==> config.mk <==
export PLATFORM = sky130hd
export DESIGN_NAME = ram_access_arbiter
export DESIGN_NICKNAME = d
export VERILOG_FILES = /design/src/rtl/ram_access_arbiter.sv
export SDC_FILE = /design/constraint.sdc
export NUM_CORES = 1
export LEC_CHECK = 0
export ABC_AREA = 1
export CAP_MARGIN = 15
export CORE_MARGIN = 1
export CORE_UTILIZATION = 37
export CTS_CLUSTER_DIAMETER = 200
export CTS_CLUSTER_SIZE = 28
export DETAILED_ROUTE_END_ITERATION = 7
export PLACE_DENSITY = 0.79
export RECOVER_POWER = 25
export SLEW_MARGIN = 5
export SYNTH_ARGS = -nofsm -noshare
export SYNTH_HDL_FRONTEND = slang
export SYNTH_SLANG_ARGS = --single-unit
==> constraint.sdc <==
create_clock -name clk -period 1.6 [get_ports clk]
set_input_delay 0.32 -clock clk [delete_from_list [all_inputs] [get_ports clk]]
set_output_delay 0.32 -clock clk [all_outputs]
set_load 0.05 [all_outputs]
==> src/rtl/ram_access_arbiter.sv <==
// Round-robin arbiter sharing one DMA/RAM port between the file loader (0),
// the decompressor (1) and the CNN engine (2). One RAM transaction per grant;
// the winner's command is latched so requesters may change their inputs freely
// once granted. A cycle counter aborts transactions the DMA never acknowledges.
//
//   state   | meaning
//   --------+-----------------------------------------------------------
//   S_IDLE  | waiting for a visible request; latches winner and command
//   S_ISSUE | one-cycle ram_read/ram_write strobe, timeout counter cleared
//   S_WAIT  | waiting for the matching DMA completion or timeout
//   S_DONE  | done pulse (with rdata/err) to the winner; gnt drops after
module ram_access_arbiter #(
  parameter int ADDR_W  = 16,
  parameter int DATA_W  = 8,
  parameter int TIMEOUT = 255
) (
  input  logic                  clk,
  input  logic                  RST,
  input  logic [2:0]            req_en,
  input  logic [2:0]            req,
  input  logic [2:0]            req_we,
  input  logic [3*ADDR_W-1:0]   req_addr,
  input  logic [3*DATA_W-1:0]   req_wdata,
  output logic [2:0]            gnt,
  output logic [2:0]            done,
  output logic [DATA_W-1:0]     rdata,
  output logic                  err,
  output logic [ADDR_W-1:0]     ram_addr,
  output logic [DATA_W-1:0]     ram_wdata,
  output logic                  ram_read,
  output logic                  ram_write,
  input  logic [DATA_W-1:0]     ram_rdata,
  input  logic                  ram_done_read,
  input  logic                  ram_done_write
);

  typedef enum logic [1:0] {S_IDLE, S_ISSUE, S_WAIT, S_DONE} state_t;

  // Counter value in the last permitted WAIT cycle (TIMEOUT cycles in WAIT).
  localparam logic [7:0] TC_LAST = 8'(TIMEOUT - 1);

  state_t              r_state;
  state_t              w_state_nxt;
  logic [1:0]          r_last;
  logic                r_we;
  logic [7:0]          r_cnt;
  logic [2:0]          r_gnt;
  logic [2:0]          r_done;
  logic [DATA_W-1:0]   r_rdata;
  logic                r_err;
  logic [ADDR_W-1:0]   r_ram_addr;
  logic [DATA_W-1:0]   r_ram_wdata;
  logic                r_ram_read;
  logic                r_ram_write;

  logic [2:0]          w_vis;
  logic                w_any;
  logic [1:0]          w_win;
  logic                w_match;
  logic                w_tc;
  logic                w_latch;
  logic                w_finish;
  logic [ADDR_W-1:0]   w_addr_arr  [3];
  logic [DATA_W-1:0]   w_wdata_arr [3];

  assign gnt       = r_gnt;
  assign done      = r_done;
  assign rdata     = r_rdata;
  assign err       = r_err;
  assign ram_addr  = r_ram_addr;
  assign ram_wdata = r_ram_wdata;
  assign ram_read  = r_ram_read;
  assign ram_write = r_ram_write;

  // Unpack the per-requester command buses so the winner can be selected by index.
  always_comb begin
    for (int i = 0; i < 3; i++) begin
      w_addr_arr[i]  = req_addr[i*ADDR_W +: ADDR_W];
      w_wdata_arr[i] = req_wdata[i*DATA_W +: DATA_W];
    end
  end

  // Round-robin pick: search last+1, last+2, then last itself.
  always_comb begin
    w_vis = req & req_en;
    w_any = |w_vis;
    w_win = 2'd0;
    case (r_last)
      2'd0: begin
        if (w_vis[1])      w_win = 2'd1;
        else if (w_vis[2]) w_win = 2'd2;
        else               w_win = 2'd0;
      end
      2'd1: begin
        if (w_vis[2])      w_win = 2'd2;
        else if (w_vis[0]) w_win = 2'd0;
        else               w_win = 2'd1;
      end
      default: begin
        if (w_vis[0])      w_win = 2'd0;
        else if (w_vis[1]) w_win = 2'd1;
        else               w_win = 2'd2;
      end
    endcase
  end

  // Next-state logic; only the completion matching the latched command counts.
  always_comb begin
    w_state_nxt = r_state;
    w_latch     = 1'b0;
    w_finish    = 1'b0;
    w_match     = r_we ? ram_done_write : ram_done_read;
    w_tc        = (r_cnt == TC_LAST);
    case (r_state)
      S_IDLE: begin
        if (w_any) begin
          w_latch     = 1'b1;
          w_state_nxt = S_ISSUE;
        end
      end
      S_ISSUE: w_state_nxt = S_WAIT;
      S_WAIT: begin
        if (w_match || w_tc) begin
          w_finish    = 1'b1;
          w_state_nxt = S_DONE;
        end
      end
      S_DONE:  w_state_nxt = S_IDLE;
      default: w_state_nxt = S_IDLE;
    endcase
  end

  // State register.
  always_ff @(posedge clk) begin
    if (RST) r_state <= S_IDLE;
    else     r_state <= w_state_nxt;
  end

  // Command latch, strobes, counter and completion outputs.
  always_ff @(posedge clk) begin
    if (RST) begin
      r_last      <= 2'd2;
      r_we        <= 1'b0;
      r_cnt       <= '0;
      r_gnt       <= '0;
      r_done      <= '0;
      r_rdata     <= '0;
      r_err       <= 1'b0;
      r_ram_addr  <= '0;
      r_ram_wdata <= '0;
      r_ram_read  <= 1'b0;
      r_ram_write <= 1'b0;
    end else begin
      r_ram_read  <= 1'b0;
      r_ram_write <= 1'b0;
      r_done      <= '0;
      r_err       <= 1'b0;
      r_rdata     <= '0;
      if (w_latch) begin
        r_last      <= w_win;
        r_we        <= req_we[w_win];
        r_ram_addr  <= w_addr_arr[w_win];
        r_ram_wdata <= w_wdata_arr[w_win];
        r_gnt       <= 3'b001 << w_win;
        r_ram_read  <= ~req_we[w_win];
        r_ram_write <= req_we[w_win];
      end
      if (r_state == S_ISSUE) r_cnt <= '0;
      if (r_state == S_WAIT)  r_cnt <= r_cnt + 8'd1;
      if (w_finish) begin
        r_done <= 3'b001 << r_last;
        r_err  <= ~w_match;
        if (w_match && !r_we) r_rdata <= ram_rdata;
      end
      if (r_state == S_DONE) r_gnt <= '0;
    end
  end

endmodule

; Yosys cells after proc, flatten, opt, wreduce, memory -nomap -nowiden
; Cells that the tools add are included.
[word_totals]
in_bits = 93
elab_cells = 68
reg_bits = 54
[classes]
magnitude_cmp = 2
n_shift = 2
n_reduce_logical = 12
add_sub_neg = 1
eq_ne = 7
n_mux = 25
n_bitwise = 7
[op_table]
columns = cell, count
row1 = 16-bit binary-select mux with 2-bit select, 1
row2 = 16-bit 2-to-1 mux, 2
row3 = 8-bit 2-to-1 mux, 4
row4 = 8-bit binary-select mux with 2-bit select, 1
row5 = 2-bit 2-to-1 mux, 7
row6 = "8-bit by 1-bit adder with 8-bit output, second input constant", 1
row7 = "8-bit == test, second input constant", 1
row8 = 2-bit case mux with 4 select lines, 1
row9 = 1-bit 2-to-1 mux, 7
row10 = 2-bit OR reduction, 3
row11 = 3-bit OR reduction, 2
row12 = "1-bit by 2-bit << shifter with 3-bit output, first input constant", 2
row13 = 1-bit inverter, 5
row14 = "2-bit by 1-bit == test with 1-bit output, second input constant", 2
row15 = "2-bit == test, second input constant", 2
row16 = 2-bit logical NOT, 2
row17 = "2-bit inequality test, second input constant", 2
row18 = 2-bit case mux with 2 select lines, 1
row19 = 3-bit AND, 1
row20 = "3-bit >= comparator, second input constant", 1
row21 = "2-bit by 3-bit less-than comparator with 1-bit output, second input constant", 1
row22 = 2-bit inverter with 3-bit output, 1
row23 = 1-bit binary-select mux with 2-bit select, 1
row24 = 2-bit AND reduction, 1
row25 = other kinds (4), 4

; Logic depth before layout (Yosys ltp)
[depth]
ltp_word = 8
mapped_depth = 11

; Worst setup path after synthesis
; OpenSTA, ideal clock, no wires.
[synth_path]
path_kind = reg-to-reg
from = register r_state[1]
to = register r_cnt[7]
t_arrival_ns = 1.366
period_less_slack_ns = 1.485
setup_slack_ns = 0.115
path_buffers = 0
stages_incl_launch_ff = 10
t_required_ns = 1.481
setup_time_ns = 0.119
path_cell_list = dfxtp_1 -> inv_1 -> ha_1 -> nand2_1 -> nor2_1 -> nand2_1 -> nor2_1 -> nand2_1 -> o21ai_0 -> a21oi_1
[synth_between]
elab_chain_len = 2
[synth_rtl]
columns = item, line_no
row1 = from (decl), 42  ; state_t r_state;
row2 = from (signal assigned), 136  ; else r_state <= w_state_nxt;
row3 = 2-bit == test / 2-bit by 1-bit == test with 1-bit output (equally long branches), "169, 168"
row4 = 8-bit 2-to-1 mux / 2-bit nonzero test (equally long branches), n/a
row5 = to (signal assigned), 169  ; if (r_state == S_WAIT) r_cnt <= r_cnt + 8'd1;
row6 = to (decl), 46  ; logic [7:0] r_cnt;
; Parallel ways exist; a longest one is shown, timed or not.
; A chain may end at the register's enable or synchronous reset.

; Final worst setup path
[layout_path]
from = input port req[2]
to = register r_ram_addr[9] (netlist: ram_addr[9])
[layout_between]
elab_chain_len = 8
[layout_rtl]
columns = item, line_no
row1 = from (decl), 20  ; input logic [2:0] req,
row2 = 3-bit AND (*), 85  ; w_vis = req & req_en;
row3 = 2-bit 2-to-1 mux, 91  ; else if (w_vis[2]) w_win = 2'd2;
row4 = 2-bit 2-to-1 mux, 90  ; if (w_vis[1]) w_win = 2'd1;
row5 = 2-bit case mux with 2 select lines, 88  ; case (r_last)
row6 = 2-bit inverter with 3-bit output (implied by the code), 162  ; r_ram_addr <= w_addr_arr[w_win];
row7 = 16-bit binary-select mux with 2-bit select, 162
row8 = 16-bit 2-to-1 mux (implied by the code) (2 in series), 162
row9 = to (signal assigned), 162
row10 = to (decl), 51  ; logic [ADDR_W-1:0] r_ram_addr;
; Every way passes the cells marked *; elsewhere a longest branch is shown, timed or not. The select of a mux whose other input is x is not followed.

==> impl_metrics.csv <==
group,metric,value,unit
status,outcome,"completed",
timing,relSlewSlack,60.31,%
clocking,insertion_delay,0.32,ns
routing,vias,3181,
timing,rsz0062_at_grt,"no",
routing,drtIter0Drc,183,
critical_path,r2r_start,"r_last[1]",
timing,min_period_over_period,96.64,%
cells_and_area,final_cell_mix,"clkdlybuf4s50_1 (92), inv_1 (66), a21oi_1 (63), dfxtp_1 (54), nand2_1 (53)",
cells_and_area,n_fill_cell,669,
critical_path,startpoint_type,"primary input",
synthesis,syn_nets,496,
hold_path,min-delay-path-class,"reg2reg",
timing,hold_viol,0,
critical_path,cp_common_cell,"a21oi_1",
critical_path,cpPeakStageDelay,0.46,ns
critical_path,cp.required,1.84,ns
synthesis,yosysWarnings,0,
clocking,cts_sinks,54,
global_route,grt_pass1_wl,13800,um
critical_path,endpoint_kind,"flop",
clocking,post_cts_buffers,0,
clocking,cts_made_buffers,5,
power_and_ir_drop,ir_drop,0.0005627,V
die,fp.dieW,89.79,um
timing,finalMaxSlewViolations,0,
synthesis,synth-seq-area-share,37.91,%
timing,fmax,646.7,MHz
clocking,cts_hold_buf,0,
synthesis,synth_top_family_by_area,"simple AND/OR/NAND/NOR gates",
synthesis,async_flop_share,0,%
cells_and_area,diodes,0,
cells_and_area,layout-drive-gt1-share,15.53,%
critical_path,r2r_end,"ram_addr[9]",
critical_path,rr_worst_depth,7,
cells_and_area,stdcell_count,640,
placement,dp.final_hpwl,6575,um
placement,gp_congestion,0.8651,
routing,routed_wl,8638,um
die,io_pins,134,
synthesis,synth_mux_area_share,0,%
routing,postRouteAntennaNets,0,
global_route,grt_pass1_vias,2996,
placement,pre_cts_ws,-0.2152,ns
timing,worstMarginPinSlew,0.5979,ns
power_and_ir_drop,p_leak,0.002024,uW
routing,routedWlPerCell,13.50,um
clocking,cts.root.buffer_cell,"clkbuf_8",
synthesis,synth_fa_ha_area_share,2.633,%
synthesis,avgSynthCellArea,7.183,um2
clocking,cts_tree,"built",
die,die-area,8061,um2
synthesis,ys_types,28,
routing,drc_errors,0,
timing,holdWs,0.4809,ns
critical_path,crit_chain,"clkdlybuf4s50_1, nand2_1, nor2_1, o21ai_2, nand2_4, buf_4, a21oi_1, a21oi_1",
cells_and_area,syn_to_final_growth,53.49,%
die,start_util,38.69,%
clocking,clock_path_buffers,2,
hold_path,hold_start,"gnt[1]",
global_route,grt_overflow,0,
global_route,met2_usage,35.64,%
synthesis,yosys.area_share.simple,27.82,%
synthesis,ys.flop_type,"dfxtp_1",
critical_path,slowest_stage,"clkdlybuf4s50_1",
global_route,antenna_found_initial,0,
timing,finalCriticalPeriod,1.546,ns
run,cap_viol_max_count,0,
clocking,cts_max_level,2,
critical_path,r2r_slack,0.14,ns
cells_and_area,mostFrequentLayoutCell,"clkdlybuf4s50_1",
power_and_ir_drop,powerDensity,1358,nW/um2
routing,dr.pass1.iters,5,
timing,finalWorstSetupSlack,0.05380,ns
placement,dpl-instance-area,4323,um2
global_route,met3_usage,3.892,%
synthesis,synth_compound_area_share,16.54,%
critical_path,cp.arrival,1.79,ns
global_route,track_usage,20.72,%
global_route,busiest_layer,"met2",
hold_path,worstHoldEndpoint,"gnt[1]",
clocking,clkSlewWorstSetupHoldPaths,0.10,ns
routing,routed_via_density,4.970,
cells_and_area,finalInstanceArea,4377,um2
die,fp-row-count,31,
synthesis,synth_edf_count,0,
timing,final.setup_skew,0.01024,ns
die,die_h,89.79,um
synthesis,synth_xor_area_share,0,%
die,fp.coreArea,7370,um2
global_route,grt_max_degree,31,
critical_path,path_max_fanout,17,
synthesis,synth_seq_cells,54,
timing,setup_viol,0,
timing,tns,0,ns
synthesis,synth_cells,397,
critical_path,critPathKind,"in2reg",
cells_and_area,nets,639,
placement,numPortBuffers,133,
placement,dp.cells,632,
synthesis,mappedNetlistArea,2851,um2
hold_path,hold_depth,2,
global_route,grt_use_met1,25.30,%
[cells by family after synthesis]
kind of cell / Yosys count
and+or+nand+nor: 150
DFF: 54
AOI/OAI and AO/OA: 93
adders and majority gates: 6
buffers and inverters: 94
[per-layer routing]
metal / wire length [um] / up-vias
li1: - / 1590
met1: 3606 / 1440
met2: 4200 / 132
met3: 566 / 19
met4: 264 / 0
met5: 0 / -
[stage by stage]
stage / total power, uW / util [%]
floorplan: 3984 / -
global placement: 5060 / 58.66
detailed placement: 5138 / 58.66
CTS: 5935 / 59.93
global route: 6280 / 59.39
finish: 5942 / 59.39
[cell type report]
class	count	area, um2	share of cell area (%)
clock buffer	5	68.82	1.572
clock inverter	3	25.02	0.5718
inverter	71	269.0	6.146
multi-input combinational	249	1361	31.10
sequential	54	1081	24.70
tap	99	123.9	2.830
timing repair buffer	159	1448	33.08
[worst max-delay path, delay by kind of cell]
family	cells	cell delay [ns]
AO/OA/AOI/OAI	3	0.36
buffers and inverters	2	0.70
AND/OR/NAND/NOR	3	0.40
[registers in the layout, indices dropped and copies added (netlist names)]
signal and count:
r_we 1, ram_wdata 8, r_state 2, done 3, rdata 8, err 1
ram_read 1, gnt 3, r_last 2, ram_addr 16, r_cnt 8, ram_write 1
[where the power goes]
group	internal, uW	switching [uW]	total [uW]
registers	1660	206	1870
logic	1180	2100	3280
clock network	317	480	797
[synthesized netlist by cell type (2+ instances only)]
| master | instances | area [um2] |
|---|---|---|
| a21oi_1 | 63 | 315.3 |
| and3_1 | 3 | 18.77 |
| buf_2 | 8 | 40.04 |
| buf_4 | 4 | 30.03 |
| buf_6 | 7 | 78.83 |
| clkbuf_1 | 3 | 11.26 |
| dfxtp_1 | 54 | 1081 |
| ha_1 | 6 | 75.07 |
| inv_1 | 67 | 251.5 |
| inv_2 | 4 | 15.01 |
| nand2_1 | 54 | 202.7 |
| nand2_4 | 2 | 22.52 |
| nand3_1 | 29 | 145.1 |
| nand3_2 | 2 | 20.02 |
| nand3_4 | 2 | 35.03 |
| nand4_1 | 26 | 162.7 |
| nor2_1 | 12 | 45.04 |
| nor3_1 | 7 | 35.03 |
| nor3b_1 | 8 | 60.06 |
| o21ai_0 | 28 | 140.1 |
[how the worst max path moves through the flow]
stage	start	cells after the start	slack, ns	end
5_1_grt	req[2]	8	0.003	ram_addr[7]
2_1_floorplan	r_state[1]	9	0.11	r_cnt[7]
3_3_place_gp	req[1]	10	-0.19	ram_addr[12]
3_5_place_dp	req_en[1]	10	-0.22	ram_addr[9]
4_1_cts	r_state[0]	9	0.003	r_cnt[7]
6_report	req[2]	8	0.05	ram_addr[9]
[what timing repair did]
| item | 4_1_cts | 5_1_grt |
|---|---|---|
| pin swaps | 0 | 0 |
| resized for setup | 1 | 8 |
| cloned | 0 | 0 |
| endpoints found under the setup margin | 6 | 10 |
Note: power is estimated with default switching activity, not from simulation.
